## config.mk

```make
export PLATFORM = sky130hd
export DESIGN_NAME = control_unit
export DESIGN_NICKNAME = d
export VERILOG_FILES = /design/src/rtl/control_unit_pkg.sv /design/src/rtl/instr_decode.sv /design/src/rtl/control_unit.sv
export SDC_FILE = /design/constraint.sdc
export NUM_CORES = 1
export LEC_CHECK = 0
export CORE_MARGIN = 8
export CORE_UTILIZATION = 45
export CTS_BUF_LIST = sky130_fd_sc_hd__clkbuf_8 sky130_fd_sc_hd__clkbuf_16
export CTS_CLUSTER_DIAMETER = 150
export CTS_CLUSTER_SIZE = 8
export DETAILED_ROUTE_END_ITERATION = 7
export HOLD_SLACK_MARGIN = 0.05
export PLACE_DENSITY = 0.78
export SYNTH_ARGS = -nofsm -noshare
export SYNTH_HDL_FRONTEND = slang
export SYNTH_SLANG_ARGS = --single-unit
```

## constraint.sdc

```tcl
create_clock -name clk -period 1.7 [get_ports clk]
set_input_delay 0.255 -clock clk [delete_from_list [all_inputs] [get_ports clk]]
set_output_delay 0.255 -clock clk [all_outputs]
set_load 0.005 [all_outputs]
```

## src/rtl/control_unit_pkg.sv

```systemverilog
// Shared types and constants for the OrgaSmall control unit.
// The StHalt state exists only when CU_ILLEGAL_HALT_EN is defined.
package control_unit_pkg;

   typedef enum logic [4:0] {
      OpNop = 5'b00000,
      OpAdd = 5'b00001,
      OpAdc = 5'b00010,
      OpSub = 5'b00011,
      OpAnd = 5'b00100,
      OpOr  = 5'b00101,
      OpXor = 5'b00110,
      OpCmp = 5'b00111,
      OpMov = 5'b01000,
      OpJmp = 5'b10100,
      OpJc  = 5'b10101,
      OpJz  = 5'b10110,
      OpJn  = 5'b10111,
      OpInc = 5'b11000,
      OpDec = 5'b11001,
      OpShr = 5'b11010,
      OpShl = 5'b11011,
      OpSet = 5'b11111
   } opcode_t;

   typedef enum logic [1:0] {
      StFetch   = 2'd0,
      StDecode  = 2'd1,
      StExecute = 2'd2
`ifdef CU_ILLEGAL_HALT_EN
      , StHalt  = 2'd3
`endif
   } cu_state_t;

   typedef enum logic [2:0] {
      JmpNone   = 3'd0,
      JmpAlways = 3'd1,
      JmpC      = 3'd2,
      JmpZ      = 3'd3,
      JmpN      = 3'd4
   } jump_t;

   // Strobes and jump kind, registered in DECODE and consumed in EXECUTE.
   typedef struct packed {
      logic  legal;
      logic  rf_we;
      logic  flags_we;
      jump_t jump;
   } ctrl_t;

   localparam int unsigned OpMsb  = 15;
   localparam int unsigned OpLsb  = 11;
   localparam int unsigned RxMsb  = 10;
   localparam int unsigned RxLsb  = 8;
   localparam int unsigned RyMsb  = 7;
   localparam int unsigned RyLsb  = 5;
   localparam int unsigned ImmMsb = 7;
   localparam int unsigned ImmLsb = 0;

   localparam logic [1:0] WselAlu = 2'd0;
   localparam logic [1:0] WselRy  = 2'd1;
   localparam logic [1:0] WselImm = 2'd2;

endpackage

```

## src/rtl/instr_decode.sv

```systemverilog
// Combinational opcode decoder: maps an opcode to strobes, selects and jump kind.
module instr_decode
   import control_unit_pkg::*;
(
   input  opcode_t    opcode,
   output ctrl_t      ctrl,
   output logic       alu_b_sel,
   output logic [1:0] rf_wsel
);

   always_comb begin
      ctrl      = '0;
      ctrl.jump = JmpNone;
      alu_b_sel = 1'b0;
      rf_wsel   = WselAlu;
      unique case (opcode)
         OpAdd, OpAdc, OpSub, OpAnd, OpOr, OpXor, OpInc, OpDec: begin
            ctrl.legal    = 1'b1;
            ctrl.rf_we    = 1'b1;
            ctrl.flags_we = 1'b1;
         end
         OpCmp: begin
            ctrl.legal    = 1'b1;
            ctrl.flags_we = 1'b1;
         end
         OpShr, OpShl: begin
            ctrl.legal    = 1'b1;
            ctrl.rf_we    = 1'b1;
            ctrl.flags_we = 1'b1;
            alu_b_sel     = 1'b1;
         end
         OpMov: begin
            ctrl.legal = 1'b1;
            ctrl.rf_we = 1'b1;
            rf_wsel    = WselRy;
         end
         OpSet: begin
            ctrl.legal = 1'b1;
            ctrl.rf_we = 1'b1;
            rf_wsel    = WselImm;
         end
         OpJmp: begin
            ctrl.legal = 1'b1;
            ctrl.jump  = JmpAlways;
         end
         OpJc: begin
            ctrl.legal = 1'b1;
            ctrl.jump  = JmpC;
         end
         OpJz: begin
            ctrl.legal = 1'b1;
            ctrl.jump  = JmpZ;
         end
         OpJn: begin
            ctrl.legal = 1'b1;
            ctrl.jump  = JmpN;
         end
         default: ;
      endcase
   end

endmodule

```

## src/rtl/control_unit.sv

```systemverilog
// OrgaSmall instruction sequencer: fetch handshake, decode, one-cycle execute strobes, PC.
// Define CU_ILLEGAL_HALT_EN to halt with a sticky `illegal` flag on undefined opcodes.
module control_unit
   import control_unit_pkg::*;
#(
   parameter int unsigned WORD_SIZE = 16,
   parameter int unsigned ADDR_SIZE = 8,
   parameter int unsigned DATA_SIZE = 8
) (
   input  logic                 clk,
   input  logic                 rst_n,
   output logic                 imem_req,
   output logic [ADDR_SIZE-1:0] imem_addr,
   input  logic                 imem_ack,
   input  logic [WORD_SIZE-1:0] imem_rdata,
   output opcode_t              alu_opcode,
   output logic                 alu_b_sel,
   output logic [2:0]           rf_rx,
   output logic [2:0]           rf_ry,
   output logic                 rf_we,
   output logic [1:0]           rf_wsel,
   output logic [DATA_SIZE-1:0] imm,
   output logic                 flags_we,
   input  logic                 flag_z,
   input  logic                 flag_c,
   input  logic                 flag_n,
   output logic                 illegal
);

   cu_state_t            state_q, state_d;
   logic                 req_q;
   logic [ADDR_SIZE-1:0] pc_q, pc_d;
   logic [WORD_SIZE-1:0] ir_q;
   ctrl_t                ctrl_q, dec_ctrl;
   logic                 fetch_done;
   logic                 exec_ok;
   logic                 jump_taken;

   instr_decode u_decode (
      .opcode    (opcode_t'(ir_q[OpMsb:OpLsb])),
      .ctrl      (dec_ctrl),
      .alu_b_sel (alu_b_sel),
      .rf_wsel   (rf_wsel)
   );

   // req_q gates the ack so nothing is accepted in the first cycle after reset.
   assign fetch_done = (state_q == StFetch) && req_q && imem_ack;
   assign exec_ok    = (state_q == StExecute) && ctrl_q.legal;

   always_comb begin
      state_d    = state_q;
      pc_d       = pc_q;
      jump_taken = 1'b0;
      case (state_q)
         StFetch:  if (fetch_done) state_d = StDecode;
         StDecode: state_d = StExecute;
         StExecute: begin
            case (ctrl_q.jump)
               JmpAlways: jump_taken = 1'b1;
               JmpC:      jump_taken = flag_c;
               JmpZ:      jump_taken = flag_z;
               JmpN:      jump_taken = flag_n;
               default:   jump_taken = 1'b0;
            endcase
            pc_d    = jump_taken ? ADDR_SIZE'(ir_q[ImmMsb:ImmLsb]) : pc_q + ADDR_SIZE'(2);
            state_d = StFetch;
`ifdef CU_ILLEGAL_HALT_EN
            if (!ctrl_q.legal) state_d = StHalt;
`endif
         end
`ifdef CU_ILLEGAL_HALT_EN
         StHalt:   state_d = StHalt;
`endif
         default:  state_d = StFetch;
      endcase
   end

   always_ff @(posedge clk or negedge rst_n) begin
      if (!rst_n) begin
         state_q <= StFetch;
         req_q   <= 1'b0;
         pc_q    <= '0;
         ir_q    <= '0;
         ctrl_q  <= '0;
      end else begin
         state_q <= state_d;
         req_q   <= (state_d == StFetch);
         pc_q    <= pc_d;
         if (fetch_done) ir_q <= imem_rdata;
         if (state_q == StDecode) ctrl_q <= dec_ctrl;
      end
   end

`ifdef CU_ILLEGAL_HALT_EN
   logic illegal_q;

   always_ff @(posedge clk or negedge rst_n) begin
      if (!rst_n) illegal_q <= 1'b0;
      else if ((state_q == StExecute) && !ctrl_q.legal) illegal_q <= 1'b1;
   end

   assign illegal = illegal_q;
`else
   assign illegal = 1'b0;
`endif

   assign imem_req   = req_q;
   assign imem_addr  = pc_q;
   assign alu_opcode = opcode_t'(ir_q[OpMsb:OpLsb]);
   assign rf_rx      = ir_q[RxMsb:RxLsb];
   assign rf_ry      = ir_q[RyMsb:RyLsb];
   assign imm        = DATA_SIZE'(ir_q[ImmMsb:ImmLsb]);
   assign rf_we      = exec_ok && ctrl_q.rf_we;
   assign flags_we   = exec_ok && ctrl_q.flags_we;

endmodule

```

== Yosys cells after proc, flatten, opt, wreduce, memory -nomap -nowiden ==
Cells that the tools add are included.

* Register bits: 33
* Bits in latches: 0
* Bits in writable memories: 0
* ROM bits: 0
* Input bits: 22
* Memories: 0

* $add $sub $neg: 1
* $mul: 0
* Divide/modulo/power cells: 0
* Order comparisons: 0
* Equal/unequal tests: 23
* Shift operators: 0
* Muxes and demuxes: 11
* Bitwise logic cells: 0
* Reduce and logical (&&, ||, !) cells: 11

{| class="wikitable"
|+ Operators with widths
! kind !! count
|-
| $eq 5x5->1 const B || 9
|-
| $eq 5x3->1 const B || 4
|-
| $reduce_or 17->1 || 1
|-
| $pmux 3 s4 || 1
|-
| $reduce_or 12->1 || 1
|-
| $reduce_or 11->1 || 1
|-
| $eq 5x2->1 const B || 2
|-
| $add 8x2->8 const B || 1
|-
| $mux 8 || 1
|-
| $pmux 2 s2 || 2
|-
| $eq 3x2->1 const B || 2
|-
| $eq 5x1->1 const B || 1
|-
| $eq 5x4->1 const B || 1
|-
| $logic_and 1x1->1 || 5
|-
| $mux 1 || 5
|-
| $logic_not 2->1 || 2
|-
| $pmux 1 s4 || 1
|-
| $eq 3x1->1 const B || 1
|-
| $eq 3x3->1 const B || 1
|-
| $eq 2x1->1 const B || 1
|-
| $eq 2x2->1 const B || 1
|-
| $mux 2 || 1
|-
| $reduce_or 2->1 || 1
|}

== Longest topological paths before layout ==
Gate-level depths: netlist of run 1.

* Depth in word-level cells: 6
* Depth in mapped cells: 5
* Mapped depth without buffers: 5

== Cells and area by module ==
Synthesis of run 1 repeated with hierarchy kept, for this count alone.

* Cells, all modules: 149
* Area total of the unflattened synthesis: 1,686.6 um^2

{| class="wikitable"
|+ By module, submodules not included
! module !! instances !! cells each !! area each (um^2) !! seq. area each (um^2)
|-
| control_unit || 1 || 117 || 1,505.2 || 825.8
|-
| instr_decode || 1 || 32 || 181.4 || 0.0
|}

== Worst setup path before layout of run 1 ==
OpenSTA, ideal clock, no wires.

* Kind: register -> register
* From: register ctrl_q[2] (netlist bit)
* To: register pc_q[0] (netlist: imem_addr[0])
* Library setup time: 0.127 ns
* Arrival: 1.333 ns
* Data required time: 1.573 ns
* Slack: 0.240 ns
* Cell stages (with the launch flop): 5
* Clock period less this slack: 1.460 ns
* Cell sequence: dfrtp_1 > and4bb_2 > a211o_4 > nand2_2 > mux2_1

* Word-level cells in the longest chain between the ends: 4
* Elaborated cells between the ends (all ways): 7
* Those cells by class: eq/ne: 4; mux: 3

{| class="wikitable"
|+ RTL lines
! element !! line !! text
|-
| start, declared || control_unit.sv:34 || <nowiki>ctrl_t ctrl_q, dec_ctrl;</nowiki>
|-
| start signal, assigned || control_unit.sv:90 || <nowiki>if (state_q == StDecode) ctrl_q <= dec_ctrl;</nowiki>
|-
| $eq 3x3->1, or another cell as far along || control_unit.sv:58 || <nowiki>case (ctrl_q.jump)</nowiki>
|-
| $pmux 1 s4 (*) || control_unit.sv:58 ||
|-
| $mux 1 (*) || control_unit.sv:54 || <nowiki>case (state_q)</nowiki>
|-
| $mux 8 (*) || control_unit.sv:65 || <nowiki>pc_d = jump_taken ? ADDR_SIZE'(ir_q[ImmMsb:ImmLsb]) : pc_q + ADDR_SIZE'(2);</nowiki>
|-
| end signal, assigned || control_unit.sv:88 || <nowiki>pc_q <= pc_d;</nowiki>
|-
| end, declared || control_unit.sv:32 || <nowiki>logic [ADDR_SIZE-1:0] pc_q, pc_d;</nowiki>
|}

Mark *: on every way between the ends. The rest lies on a longest branch, timed or not. The select of a mux whose other input is x is not followed.
A chain may end at the register's enable or synchronous reset.

== Worst setup path in the final report of run 1 ==
* From: register ir_q[14]
* To: output alu_b_sel

* Word-level cells in the longest chain between the ends: 3
* Elaborated cells between the ends (all ways): 4
* Those cells by class: eq/ne: 2; mux: 1; reduce/logical: 1

{| class="wikitable"
|+ RTL lines
! element !! line !! text
|-
| start, declared || control_unit.sv:33 || <nowiki>logic [WORD_SIZE-1:0] ir_q;</nowiki>
|-
| start signal, assigned || control_unit.sv:89 || <nowiki>if (fetch_done) ir_q <= imem_rdata;</nowiki>
|-
| $eq 5x5->1 || instr_decode.sv:16 || <nowiki>unique case (opcode)</nowiki>
|-
| $reduce_or 2->1 (*) || - ||
|-
| $mux 1 (*) || instr_decode.sv:16 ||
|-
| end, declared || control_unit.sv:17 || <nowiki>output logic alu_b_sel,</nowiki>
|}

Mark *: on every way between the ends. The rest lies on a longest branch, timed or not.

==> results of run 1 <==
==> per-layer routing <==
layer  up-vias  GRT usage, %  wire length, µm
met5         -             0                0
met4         0          5.38               93
met3        12          5.42              222
met2        39          25.2             2140
met1       634          13.6             1520
li1        637             -                -
==> cell type report <==
cell class | instances | area (µm²)
fillers | 267 | 1130
flip-flops and latches | 33 | 828
multi-input cells | 96 | 756
repair buffers | 70 | 674
clock buffers | 6 | 82.6
well taps | 48 | 60.1
clock inverters | 2 | 37.5
inverters | 3 | 11.3
==> registers in the layout (all words and copies together) (netlist names) <==
| name | count |
|---|---|
| imem_req | 1 |
| state_q | 2 |
| imem_addr | 8 |
| ir_q | 16 |
| ctrl_q | 6 |
==> report_power, final <==
| group | internal (mW) | switching, mW | leakage [nW] | total, mW |
|---|---|---|---|---|
| registers | 1.17 | 0.350 | 0.389 | 1.52 |
| clock network | 0.476 | 0.278 | 0.0574 | 0.754 |
| logic | 1.48 | 0.976 | 0.616 | 2.45 |
| total | 3.12 | 1.60 | 1.06 | 4.73 |
==> cell families (layout without fill, tap and decap cells) <==
family	count (synthesis)	after routing	share of synthesized area [%]
fa+ha+maj	1	1	0.761
simple gates	48	48	17.7
mux	21	21	14.2
compound gates	21	21	9.82
other cells	1	1	0.228
buf+inv	15	81	4.95
flops	33	33	50.2
xor+xnor	4	4	2.13
==> worst max-delay path, stage by stage, from the launching register on <==
cell and delay, ns:
dfrtp_1 0.39, nor2b_4 0.13, buf_4 0.14, and3_1 0.17, dlygate4sd2_1 0.26
==> placed cells by master, fill, tap and decap left out, types with 3 or more instances in the layout <==
| cell type | synthesis | final |
|---|---|---|
| xnor2_1 | 3 | 3 |
| nor2_1 | 6 | 6 |
| nand3_1 | 3 | 3 |
| o21ai_0 | 3 | 3 |
| dlygate4sd2_1 | 0 | 5 |
| nand2b_1 | 3 | 3 |
| o31ai_1 | 4 | 4 |
| clkdlybuf4s50_1 | 0 | 49 |
| inv_1 | 3 | 3 |
| mux2_1 | 3 | 3 |
| buf_4 | 6 | 13 |
| mux2_2 | 16 | 16 |
| clkbuf_8 | 0 | 6 |
| a21oi_1 | 4 | 4 |
| dfrtp_1 | 33 | 31 |
| nand4_1 | 3 | 3 |
| nand2_1 | 13 | 13 |
| and3_1 | 6 | 6 |
==> worst max-delay path by stage <==
stage	start	end	slack (ns)	depth (start not counted)
floorplan	ctrl_q[2]	imem_addr[0]	0.24	4
global placement	flag_z	imem_addr[0]	-0.07	5
detailed placement	flag_z	imem_addr[4]	-0.15	5
CTS	ir_q[11]	alu_opcode[0]	0.03	2
global route	ir_q[11]	alu_opcode[0]	0.03	2
finish	ir_q[14]	alu_b_sel	0.07	4
==> timing repair <==
item                                    CTS  global route
pin swaps                                 1             0
gates resized for setup                  13             0
gates cloned                              0             0
endpoints found under the setup margin    6             1
buffers inserted                          2             1
==> metrics by stage <==
stage / std cells / worst slack (ns) / TNS (ns)
CTS: 257 / 0.0342 / 0
floorplan: 144 / 0.240 / 0
finish: 258 / 0.0740 / 0
global placement: 247 / -0.0714 / -0.212
global route: 258 / 0.0254 / 0
detailed placement: 247 / -0.150 / -0.466
==> results.yml, run 1 <==
die:
  ios: 56
  die_area_mm2: 0.00584
  row_count: 22
  core_area_mm2: 0.00358
  die_width_um: 76.4
  start_util_pct: 45.9
  dieHeight_um: 76.4
placement:
  placed_area_mm2: 0.00228
  gp_congestion: 0.779
  dpl.hpwl_um: 3080
  io_buffers: 54
synth:
  synth_cell_types: 40
  synth_common_cells: "33 x dfrtp_1, 16 x mux2_2, 13 x nand2_1"
  seq_area_frac_synth_pct: 50.2
  synth_top_area_share_pct: 50.2
  synth.net_count: 167
  synthCells: 144
  synth_edf_count: 0
  synth-seq-cells: 33
  yosys_most_used_dff: "dfrtp_1"
  syn_area_mm2: 0.00164
  synth.largest_area_cell: "dfrtp_1"
  async_flop_share_pct: 100
  synth_warnings: 0
  synth_area_per_cell_um2: 11.4
  synthTopCellsByArea: "dfrtp_1 50%, mux2_2 11%, nand2_1 3.0%, buf_4 2.7%, and3_1 2.3%"
  yosysMostFrequentCell: "dfrtp_1"
setup_path:
  worstPathArrival_ns: 1.37
  critPathMaxFanout: 3
  crit_type: "reg2out"
  r2r_cells: 4
  timing.rr.end: "imem_addr[4]"
  worstSetupStartpointType: "flop"
  cp_data_required_time_ns: 1.44
  crit_path_end_kind: "output pin"
  rrSetupSlack_ns: 0.13
  r2r_start: "ctrl_q[1]"
clock_tree:
  cts_buffer_depth: 2
  clk_latency_ns: 0.28
  numClockSinks: 33
  root_buffer: "clkbuf_8"
  cts_tree: "yes"
  htreeDepth: 2
  postCtsHoldBufs: 0
  clk_pin_slew_worst_paths_ns: 0.07
  cts-buffers-inserted: 5
global_routing:
  grtUsageTotal_pct: 13.8
  antenna_found_initial: 0
  grt_max_degree: 34
  overflow: 0
  grt_pass1_vias: 1452
  grt_pass1_wl_um: 6630
routing:
  via_per_inst: 5.12
  first_iter_violations: 41
  drc_errors: 0
  via_count: 1322
  ant_nets: 0
  first_pass_iters: 5
  drt-total-wl_um: 3980
  routedWlPerCell_um: 15.4
sta:
  min_period_ns: 1.63
  finalCritPeriodShare_pct: 95.6
  slew_viol_final: 0
  fmax_ghz: 0.615
  rsz0062_at_grt: "false"
  fin_hold_ws_ns: 0.363
  finalSetupViolCount: 0
  fin_skew_ns: 0.00666
  finalHoldViolations: 0
power_and_ir_drop:
  ir_worst_vdd_v: 0.00108
  powerDensity_mw_per_mm2: 1930
  power_mw: 4.73
  p_leak_nw: 1.06
cells_and_area:
  design_area_mm2: 0.00245
  drive_gt1_share_pct: 24.8
  final_util_pct: 68.5
  n_antenna_cell: 0
  final_nets: 232
  area_growth_pct: 49.0
status:
  status: "completed"
min_path:
  min_path_type: "in2async"
flow_run:
  cap_violations: 0
No activity file was read; power rests on OpenSTA's default activity.
==> inputs of run 2 (changes only) <==
- CORE_UTILIZATION: 45 -> 35
- PLACE_DENSITY: 0.78 -> 0.63
==> run 2 against run 1 <==
Sequential share of layout area shrank 0.24 points. Non-clock buffer count rose by 6. Wire length rose by 4.3%. First-iteration DRC count unchanged. Power is 1.1% lower. Largest cell class unchanged.
==> results.yml, run 2 (synthesized netlist as in run 1, its figures left out) <==
cells_and_area:
  layout_common_cells: "48 x clkdlybuf4s50_1, 32 x dfrtp_1, 19 x buf_4, 16 x mux2_2, 13 x nand2_1"
  largest_reg_flops: 16
  drive_gt1_share_pct: 27.3
  design_area_mm2: 0.00246
  area_growth_pct: 49.8
  n_antenna_cell: 0
  stdcell_count: 270
  layout_commonest_cell: "clkdlybuf4s50_1"
  regMostFlops: "ir_q"
  final_nets: 238
placement:
  io_buffers: 54
  pre_cts_ws_ns: -0.110
  dp_cells: 256
  dpl.hpwl_um: 3160
  placed_area_mm2: 0.00230
  gp_congestion: 0.719
routing:
  drc_errors: 0
  highest-signal-layer: "met4"
  wl_met1_um: 1730
  first_iter_violations: 41
  wl_met2_um: 1990
  routedWlPerCell_um: 15.4
  first_pass_iters: 4
  ant_nets: 0
  dr_wl_met3_um: 398
  drt-total-wl_um: 4150
  via_count: 1335
  via_per_inst: 4.94
die:
  dieHeight_um: 84.5
  row_count: 25
  die_width_um: 84.5
  start_util_pct: 35.5
  die_area_mm2: 0.00715
  ios: 56
  core_area_mm2: 0.00463
clock_tree:
  numClockSinks: 33
  cts-buffers-inserted: 5
  cts_buffer_depth: 2
  htreeDepth: 2
  clk_pin_slew_worst_paths_ns: 0.07
  root_buffer: "clkbuf_8"
  clk_latency_ns: 0.28
  cts_tree: "yes"
  postCtsHoldBufs: 0
power_and_ir_drop:
  powerDensity_mw_per_mm2: 1900
  ir_worst_vdd_v: 0.000960
  p_leak_nw: 1.09
flow_run:
  cap_violations: 0
sta:
  fin_skew_ns: 0.00400
  fmax_ghz: 0.637
  fin_hold_ws_ns: 0.380
  tns_ns: 0
  finalCritPeriodShare_pct: 92.4
  rsz0062_at_grt: "false"
  min_period_ns: 1.57
  slew_viol_final: 0
  setup_slack_ns: 0.129
  finalHoldViolations: 0
  finalSetupViolCount: 0
global_routing:
  grtUsageTotal_pct: 12.3
  overflow: 0
  grt_pass1_wl_um: 6930
  antenna_found_initial: 0
  grt_max_degree: 34
  grt_pass1_vias: 1470
setup_path:
  crit_buf_inv: 2
  crit_family: "buffers and inverters"
  critPathMaxFanout: 8
  worstSetupStartpointType: "flop"
  critPathMaxStageDelay_ns: 0.51
  crit_path_end_kind: "output pin"
  cp_data_required_time_ns: 1.44
  worstPathArrival_ns: 1.32
  path_cells: "buf_4 -> clkdlybuf4s50_1"
  cpMaxStageDelayCell: "clkdlybuf4s50_1"
  crit_type: "reg2out"
min_path:
  min_path_type: "in2async"
status:
  status: "completed"
==> run 2: metal layers <==
layer	GRT usage, %	vias up
met3	6.15	4
met2	20.0	53
met1	13.2	627
li1	-	651
met5	0	-
met4	4.85	0
==> run 2: layout make-up <==
type | instances | area (µm²)
clock buffer | 7 | 96.3
clock inverter | 1 | 5.00
fill | 405 | 2170
inverter | 3 | 11.3
multi-input combinational | 96 | 751
sequential | 33 | 827
tap | 54 | 67.6
timing repair buffer | 76 | 706
==> run 2: through the flow <==
step                power, mW  util (%)
detailed placement       3.94      49.7
global placement         3.87      49.7
CTS                      4.77      53.2
floorplan                2.71         -
finish                   4.67      53.2
global route             5.05      53.2
==> run 2: power breakdown <==
part,switching [mW],internal (mW)
logic,1.02,1.55
clock network,0.281,0.366
registers,0.294,1.17
total,1.60,3.08
==> run 2: worst reg2reg max path, cell delays in order (launching register included) <==
cell and delay, ns:
dfrtp_1 0.40, and4bb_2 0.28, a211o_4 0.29, buf_4 0.15
nor4_2 0.20, a311o_1 0.15
==> run 2: worst paths after layout <==
check / startpoint / endpoint / slack [ns] / cells past startpoint
max: ir_q[12] / alu_opcode[1] / 0.13 / 2
min: rst_n / ir_q[1] / 0.38 / 2
max reg2reg: ctrl_q[2] / imem_addr[7] / 0.17 / 5
min reg2reg: ctrl_q[3] / ctrl_q[3] / 0.48 / 2
max in group asynchronous: rst_n / ir_q[12] / 0.98 / 2
min in group clk: ctrl_q[3] / ctrl_q[3] / 0.48 / 2
==> run 2: repair_timing <==
action                     CTS  global route
hold endpoints to repair     0             0
resized for setup           14             3
setup buffers                5             1
cloned                       0             0
setup endpoints to repair    5             3
pin swaps                    1             0
